--- config.mk ---
export PLATFORM = sky130hd
export DESIGN_NAME = vend_dispenser
export DESIGN_NICKNAME = d
export VERILOG_FILES = /design/src/rtl/vend_dispenser.sv
export SDC_FILE = /design/constraint.sdc
export NUM_CORES = 1
export LEC_CHECK = 0
export ABC_AREA = 1
export ABC_CLOCK_PERIOD_IN_PS = 2900
export CORE_ASPECT_RATIO = 1.2
export CORE_MARGIN = 2
export CORE_UTILIZATION = 35
export CTS_BUF_LIST = sky130_fd_sc_hd__clkbuf_16
export CTS_CLUSTER_SIZE = 20
export DETAILED_ROUTE_END_ITERATION = 8
export PLACE_DENSITY = 0.59
export SLEW_MARGIN = 20
export SYNTH_ARGS = -nofsm -noshare
export SYNTH_HDL_FRONTEND = slang
export SYNTH_SLANG_ARGS = --single-unit
--- constraint.sdc ---
create_clock -name CLK -period 2.9 [get_ports CLK]
set_input_delay 0.58 -clock CLK [delete_from_list [all_inputs] [get_ports CLK]]
set_output_delay 0.58 -clock CLK [all_outputs]
set_load 0.005 [all_outputs]
--- src/rtl/vend_dispenser.sv ---
// vend_dispenser: soda / diet / nickel-return actuator sequencer.
// Requests are latched as pending records. One actuator pulse of PULSE_CYC cycles
// is issued at a time, chosen by fixed priority, and each pulse is followed by
// GAP_CYC idle cycles.
// Optional build macro CHANGE_SAT_EN: owed saturates at 15 and a sticky overflow
// flag is raised. Without it, owed wraps and overflow stays 0.
module vend_dispenser #(
  parameter int unsigned PULSE_CYC = 4,
  parameter int unsigned GAP_CYC   = 2
) (
  input  logic       CLK,
  input  logic       rst,
  input  logic       giveSoda,
  input  logic       giveDiet,
  input  logic       change,
  output logic       motorSoda,
  output logic       motorDiet,
  output logic       coinOut,
  output logic       busy,
  output logic [3:0] owed,
  output logic       overflow
);

  typedef enum logic [2:0] {IDLE, SODA, DIET, COIN, GAP} state_t;

  localparam logic [3:0] PULSE_LD = 4'(PULSE_CYC - 1);
  localparam logic [3:0] GAP_LD   = 4'(GAP_CYC - 1);

  state_t     state_q, state_d, dispatch;
  logic [3:0] cnt_q, cnt_d;
  logic       pend_soda_q, pend_soda_d;
  logic       pend_diet_q, pend_diet_d;
  logic [3:0] owed_q, owed_d;
  logic       overflow_q, overflow_d;
  logic       motor_soda_q, motor_soda_d;
  logic       motor_diet_q, motor_diet_d;
  logic       coin_out_q, coin_out_d;
  logic       enter_soda, enter_diet, enter_coin;

  // Fixed-priority choice of the next pulse, from registered pending state
  always_comb begin
    dispatch = IDLE;
    if (pend_soda_q)          dispatch = SODA;
    else if (pend_diet_q)     dispatch = DIET;
    else if (owed_q != '0)    dispatch = COIN;
  end

  // Next-state and pulse/gap counter.
  // The final GAP edge makes the IDLE dispatch decision itself. Back-to-back
  // pulses are therefore separated by exactly GAP_CYC low cycles. The FSM
  // still settles in IDLE when nothing is pending.
  always_comb begin
    state_d = state_q;
    cnt_d   = cnt_q;
    unique case (state_q)
      IDLE: begin
        state_d = dispatch;
        cnt_d   = PULSE_LD;
      end
      SODA, DIET, COIN: begin
        if (cnt_q == '0) begin
          state_d = GAP;
          cnt_d   = GAP_LD;
        end else begin
          cnt_d = cnt_q - 4'd1;
        end
      end
      GAP: begin
        if (cnt_q == '0) begin
          state_d = dispatch;
          cnt_d   = PULSE_LD;
        end else begin
          cnt_d = cnt_q - 4'd1;
        end
      end
      default: begin
        state_d = IDLE;
        cnt_d   = '0;
      end
    endcase
  end

  // Pending records, the owed counter, and the registered actuator drives
  always_comb begin
    enter_soda = (state_d == SODA) && (state_q != SODA);
    enter_diet = (state_d == DIET) && (state_q != DIET);
    enter_coin = (state_d == COIN) && (state_q != COIN);

    // A strobe arriving on the same edge that consumes the flag keeps it set
    pend_soda_d = giveSoda | (pend_soda_q & ~enter_soda);
    pend_diet_d = giveDiet | (pend_diet_q & ~enter_diet);

    owed_d     = owed_q;
    overflow_d = 1'b0;
    unique case ({change, enter_coin})
`ifdef CHANGE_SAT_EN
      2'b10:   owed_d = (owed_q == 4'hF) ? owed_q : owed_q + 4'd1;
`else
      2'b10:   owed_d = owed_q + 4'd1;
`endif
      2'b01:   owed_d = owed_q - 4'd1;
      default: owed_d = owed_q;
    endcase
`ifdef CHANGE_SAT_EN
    overflow_d = overflow_q | (change & (owed_q == 4'hF));
`endif

    motor_soda_d = (state_d == SODA);
    motor_diet_d = (state_d == DIET);
    coin_out_d   = (state_d == COIN);
  end

  // State register with synchronous active-high reset
  always_ff @(posedge CLK) begin
    if (rst) begin
      state_q      <= IDLE;
      cnt_q        <= '0;
      pend_soda_q  <= 1'b0;
      pend_diet_q  <= 1'b0;
      owed_q       <= '0;
      overflow_q   <= 1'b0;
      motor_soda_q <= 1'b0;
      motor_diet_q <= 1'b0;
      coin_out_q   <= 1'b0;
    end else begin
      state_q      <= state_d;
      cnt_q        <= cnt_d;
      pend_soda_q  <= pend_soda_d;
      pend_diet_q  <= pend_diet_d;
      owed_q       <= owed_d;
      overflow_q   <= overflow_d;
      motor_soda_q <= motor_soda_d;
      motor_diet_q <= motor_diet_d;
      coin_out_q   <= coin_out_d;
    end
  end

  assign motorSoda = motor_soda_q;
  assign motorDiet = motor_diet_q;
  assign coinOut   = coin_out_q;
  assign owed      = owed_q;
  assign overflow  = overflow_q;
  assign busy      = (state_q != IDLE) | pend_soda_q | pend_diet_q | (owed_q != '0);

endmodule
Word level (Yosys, flattened, before mapping)
Cells that the tools add are included.
{"block": "totals", "regBits": 16, "in_bits": 5, "wordCells": 51}
{"block": "classes", "n_addsub": 3, "n_eq_ne": 12, "muxes": 10, "bitwise": 9, "reduce_logical": 9}
{"cell": "3-bit by 2-bit == test with 1-bit output, second input constant", "count": 4}
{"cell": "4-bit case mux with 3 select lines", "count": 1}
{"cell": "3-bit case mux with 3 select lines", "count": 1}
{"cell": "4-bit two-way mux", "count": 2}
{"cell": "4-bit case mux with 2 select lines", "count": 1}
{"cell": "4-bit by 1-bit subtractor with 4-bit output, second input constant", "count": 2}
{"cell": "3-bit by 1-bit == test with 1-bit output, second input constant", "count": 2}
{"cell": "2-bit two-way mux", "count": 3}
{"cell": "3-bit two-way mux", "count": 2}
{"cell": "3-bit by 2-bit != test with 1-bit output, second input constant", "count": 2}
{"cell": "1-bit OR", "count": 5}
{"cell": "4-bit by 1-bit adder with 4-bit output, second input constant", "count": 1}
{"cell": "4-bit logical NOT", "count": 1}
{"cell": "4-bit nonzero test", "count": 1}
{"cell": "3-bit == test, second input constant", "count": 1}
{"cell": "1-bit logical AND", "count": 3}
{"cell": "3-bit logical NOT", "count": 1}
{"cell": "3-bit by 1-bit != test with 1-bit output, second input constant", "count": 1}
{"cell": "3-bit nonzero test", "count": 1}
{"cell": "3-bit OR reduction", "count": 1}
{"cell": "1-bit bitwise AND", "count": 2}
{"cell": "2-bit by 1-bit == test with 1-bit output, second input constant", "count": 1}
{"cell": "2-bit == test, second input constant", "count": 1}
{"cell": "1-bit inverter", "count": 2}
{"cell": "2-bit nonzero test", "count": 1}

Longest topological paths before layout
{"block": "logic_depth", "depth_word": 11, "depth_mapped": 18, "ltp_nobuf": 18}

Worst setup path before layout
Ideal clock, no wire load.
{"block": "synth_path", "path_kind": "register to register", "from": "register state_q[1]", "to": "register owed_q[3], in the netlist owed[3]", "setup_time_ns": 0.122, "t_arrival_ns": 1.968, "slack_ns": 0.810, "path_stages_with_launch": 18, "n_path_buf": 0, "period_less_slack_ns": 2.090, "cell_sequence": "dfxtp_1 > nor2_4 > nand3_2 > nand2_2 > nand2_2 > nand2_4 > inv_4 > a211oi_2 > ha_1 > ha_1 > nand2_1 > nand2_1 > a21oi_1 > nand2_1 > nand2_1 > nor2_1 > o21ai_1 > a21oi_1"}
{"block": "synth_via", "elab_chain_cells": 7}
{"element": "from (decl)", "line": "29", "rtl": "state_t state_q, state_d, dispatch;"}
{"element": "from (signal assigned)", "line": "126", "rtl": "state_q <= state_d;"}
{"element": "3-bit by 1-bit == test with 1-bit output or 3-bit by 2-bit == test with 1-bit output (tied branches)", "line": "55", "rtl": "unique case (state_q)"}
{"element": "3-bit OR reduction", "line": "55"}
{"element": "3-bit case mux with 3 select lines", "line": "55"}
{"element": "3-bit by 2-bit == test with 1-bit output", "line": "87", "rtl": "enter_coin = (state_d == COIN) && (state_q != COIN);"}
{"element": "1-bit logical AND (*)", "line": "87"}
{"element": "2-bit by 1-bit == test with 1-bit output or 2-bit == test (tied branches)", "line": "95", "rtl": "unique case ({change, enter_coin})"}
{"element": "4-bit case mux with 2 select lines or 2-bit nonzero test (tied branches)"}
{"element": "to (signal assigned)", "line": "130", "rtl": "owed_q <= owed_d;"}
{"element": "to (decl)", "line": "33", "rtl": "logic [3:0] owed_q, owed_d;"}
Every way passes the cells marked *; elsewhere a longest branch is shown, timed or not.
A chain may end at the register's enable or synchronous reset.

Worst setup path after layout
{"block": "layout_path", "from": "register owed_q[3], in the netlist owed[3]", "to": "register owed_q[3], in the netlist owed[3]"}
{"block": "layout_via", "elab_chain_cells": 10}
{"element": "4-bit nonzero test", "line": "45", "rtl": "else if (owed_q != '0) dispatch = COIN;"}
{"element": "2-bit two-way mux", "line": "45"}
{"element": "2-bit two-way mux", "line": "44", "rtl": "else if (pend_diet_q) dispatch = DIET;"}
{"element": "2-bit two-way mux", "line": "43", "rtl": "if (pend_soda_q) dispatch = SODA;"}
{"element": "3-bit two-way mux", "line": "69", "rtl": "if (cnt_q == '0) begin"}
{"element": "3-bit case mux with 3 select lines", "line": "55"}
{"element": "3-bit by 2-bit == test with 1-bit output", "line": "87"}
{"element": "1-bit logical AND", "line": "87"}
{"element": "2-bit by 1-bit == test with 1-bit output or 2-bit == test (tied branches)", "line": "95"}
{"element": "4-bit case mux with 2 select lines or 2-bit nonzero test (tied branches)"}
Several ways; a longest one is shown, not always the timed one.

==> run summary <==
Setup repair after global routing left no endpoint under its margin. The largest net degree at the start of global routing is 11. No sink is reached through more buffers than the 2 on the longest clock path. The worst hold path begins at pend_diet_q. The number of max-cap violations is 0.

The origin of the critical flop-to-flop path is owed[3]. The total standard cell area after synthesis is 862 um2. The net count reported at finish came out at 138. The setup total negative slack came out at 0 ns. The wire-length estimate of the detail-placed layout is 1250 um. The most instantiated library cell after synthesis is nand2_1. Measured along the y axis, the die boundary spans 58.4 um.

The share of the synthesized area in the top cell type came out at 37.2%. When the netlist entered floorplanning its net count stood at 123. The area growth from synthesis to layout is 25.7%. The minimum clock period came out at 2.29 ns. The root buffer cell chosen for the clock tree is clkbuf_16. The layout has 245 filler cells.

The final hold slack is 0.466 ns. The count of unique library cells instantiated by Yosys came out at 29. The met2 usage in global routing came out at 21.2%.

Based on the critical path, the design can be clocked at up to 436 MHz. Setup slack on the critical path of the routed design comes to 0.606 ns. The number of setup buffers added after CTS came out at 0. In the final routed layout, each cell accounts on average for 9.87 um.

The clock tree from TritonCTS is built. Yosys attributes the largest share of cell area to dfxtp_1, nand2_1, inv_1, nor2_1, a21oi_1. The number of buffers inserted during clock tree synthesis is 3. The tightest min-delay check is of the reg -> reg type. Summing all multi-input logic gate instances after layout gives 448 um2.

After global routing the overflow that remains totals 0. The number of warnings issued by yosys is 0. For this run, design rule violations remaining after detail routing come to 0. In this run the most used layer during global routing was met2. The floorplan row count is 19. The first routing iteration left 2 violations.

The via count of the first global-routing pass was 644. For the worst flop-to-flop path, the logic depth is 17. The worst hold path terminates at pend_diet_q. The data arrival time of the critical path came out at 2.47 ns. The overall power after layout is 1.31 mW.

The endpoint identified for the worst register-to-register timing path is owed[3]. The met3 demand-to-capacity share in global routing is 3.05%. The antenna diode count is 0. The number of flops mapped to enable cells by yosys is 0. By count the netlist is led by nand2_1, inv_1, dfxtp_1. Averaged over all synthesized cells, the footprint is 7.56 um2. The area of the die came out at 2880 um2. In this run the tool buffered the top-level ports with 12 buffer cells. The number of search-and-repair iterations in the first detailed-routing pass came out at 4. The detail-routed via count per cell came out at 4.48.

The finished layout holds 158 standard cells, fillers aside. The reg2reg setup slack is 0.61 ns. In the global route stage, met1 resource usage came out at 14.7%. For this configuration, the core starts out at a cell density of 37.4%.

The async set or reset register ratio after synthesis is 0%. The H-tree depth came out at 1. In the final layout, the share of cells above drive strength 1 is 18.9%. In this run the count of I/O pins placed on the die edge is 14.

In the global route stage, overall resource usage came out at 12.6%. Summed over all cells, the static leakage comes to 0.506 nW. STA classifies the critical path endpoint as a register. The congestion estimate from routability-driven global placement came to 0.745. The first-pass GRT wire length came out at 2700 um. The setup slack after placement is 0.585 ns. Clock-pin slew was measured on the worst setup and hold paths at 0.05 ns. The register bit total from synthesis is 16. The power per standard cell area came out at 1210 nW/um2. The count of instances resized after the clock tree is built is 0.

Of all nets on the critical path, the largest fanout is 4. The count of clock tree sinks came out at 16. The number of pins exceeding their max-slew limit in the final report is 0. The worst setup path is launched from a register. The width of the die came out at 49.3 um.

The clock insertion delay at the later pin of the skew report is 0.25 ns. Of the available clock period, the critical path in the final layout requires 79.1%. Once detail routing completed, the nets flagged for antenna violations numbered 0.

At the worst endpoint, the required time is 3.08 ns. The cell count after placement came out at 155. The worst clock skew on the final layout is 0.00101 ns. The run finished with clean final reports.

The register area came out at 320 um2. Across all layers, the routed design uses 708 vias. The top flip-flop cell by instance count after synthesis is dfxtp_1. The cell depth of the worst min-delay path is 2. The final setup violation count came out at 0. The number of hold-slack violations in the final timing report came out at 0. The worst vdd rail ir drop is 0.547 mV.

The initial antenna violation count came out at 0. Synthesis produced a netlist whose cell count is 114. The cell taking the most area after synthesis is dfxtp_1. The placeable core region is 2310 um2.

The critical setup path kind is reg -> reg. The total routed wirelength came out at 1560 um. In this run, post-CTS hold repair placed 0 buffers.

Sequential elements use 37.2% of the synthesized area.
[worst max-delay path: stages (launching register included)]
cell	delay, ns
dfxtp_1	0.33
nor2_1	0.17
nand3_1	0.14
nand2_1	0.08
inv_1	0.04
nand2_1	0.08
nand2_2	0.08
inv_2	0.10
a211oi_2	0.04
ha_1	0.22
ha_1	0.27
nand2_1	0.07
nand2_1	0.04
a21oi_1	0.16
nor2_1	0.06
nor2_1	0.15
o21ai_1	0.07
a21oi_1	0.11
[per-stage QoR]
stage               utilization, %  instance area [um2]
finish                        47.0                 1080
global route                  47.0                 1080
CTS                           47.0                 1080
detailed placement            43.7                 1010
global placement              43.7                 1010
floorplan                        -                  862
[cell type report]
cell class,instances,area share (%)
multi-input combinational,75,41.3
sequential,16,29.6
timing repair buffer,12,11.1
inverter,21,7.51
clock buffer,3,6.93
tap,31,3.58
[metal layers]
| metal | share of wire (%) | routed length [um] |
|---|---|---|
| met3 | 2.0 | 31 |
| met1 | 47 | 729 |
| met4 | 0.90 | 14 |
| met2 | 50 | 784 |
| met5 | 0 | 0 |
[how the worst max path moves through the flow]
| stage | from | end | slack [ns] | depth (start not counted) |
|---|---|---|---|---|
| after floorplan | state_q[1] | owed[3] | 0.81 | 17 |
| after global placement | change | owed[3] | 0.65 | 12 |
| after detailed placement | change | owed[3] | 0.59 | 12 |
| after CTS | owed[3] | owed[3] | 0.58 | 18 |
| after global routing | owed[3] | owed[3] | 0.27 | 18 |
| final | owed[3] | owed[3] | 0.61 | 17 |
[state kept, by name, summed over array words and instances, names as in the netlist]
| signal | cells |
|---|---|
| cnt_q | 4 |
| owed | 4 |
| state_q | 3 |
| coinOut | 1 |
| motorDiet | 1 |
| motorSoda | 1 |
| pend_diet_q | 1 |
| pend_soda_q | 1 |
[report_power, final]
part           leakage, nW  total (mW)  switching, mW  internal, mW
logic                0.337       0.676          0.392         0.284
clock network       0.0370       0.264         0.0831         0.181
registers            0.132       0.373         0.0739         0.299
total                0.506        1.31          0.549         0.764
[cell families after synthesis]
group / Yosys count / share of synthesized area [%]
AO/OA/AOI/OAI: 17 / 11.9
adder cells (fa/ha/maj): 4 / 6.68
XOR/XNOR: 2 / 2.03
other: 1 / 0.435
flip-flops: 16 / 37.2
buffers and inverters: 23 / 10.9
AND/OR/NAND/NOR: 51 / 30.9
[layout by cell type (no fill, tap or decap), drive strengths merged]
master and count:
nand2 25, inv 21, dfxtp 16, nor2 16, clkdlybuf4s50 12, a21oi 9, o21ai 5, nand3 5
ha 3, clkbuf 3, nor3 3, xnor2 2, a211oi 2, o2111ai 1, or2 1, nand4 1
fa 1, conb 1
Power figures use the tool's default switching activity.
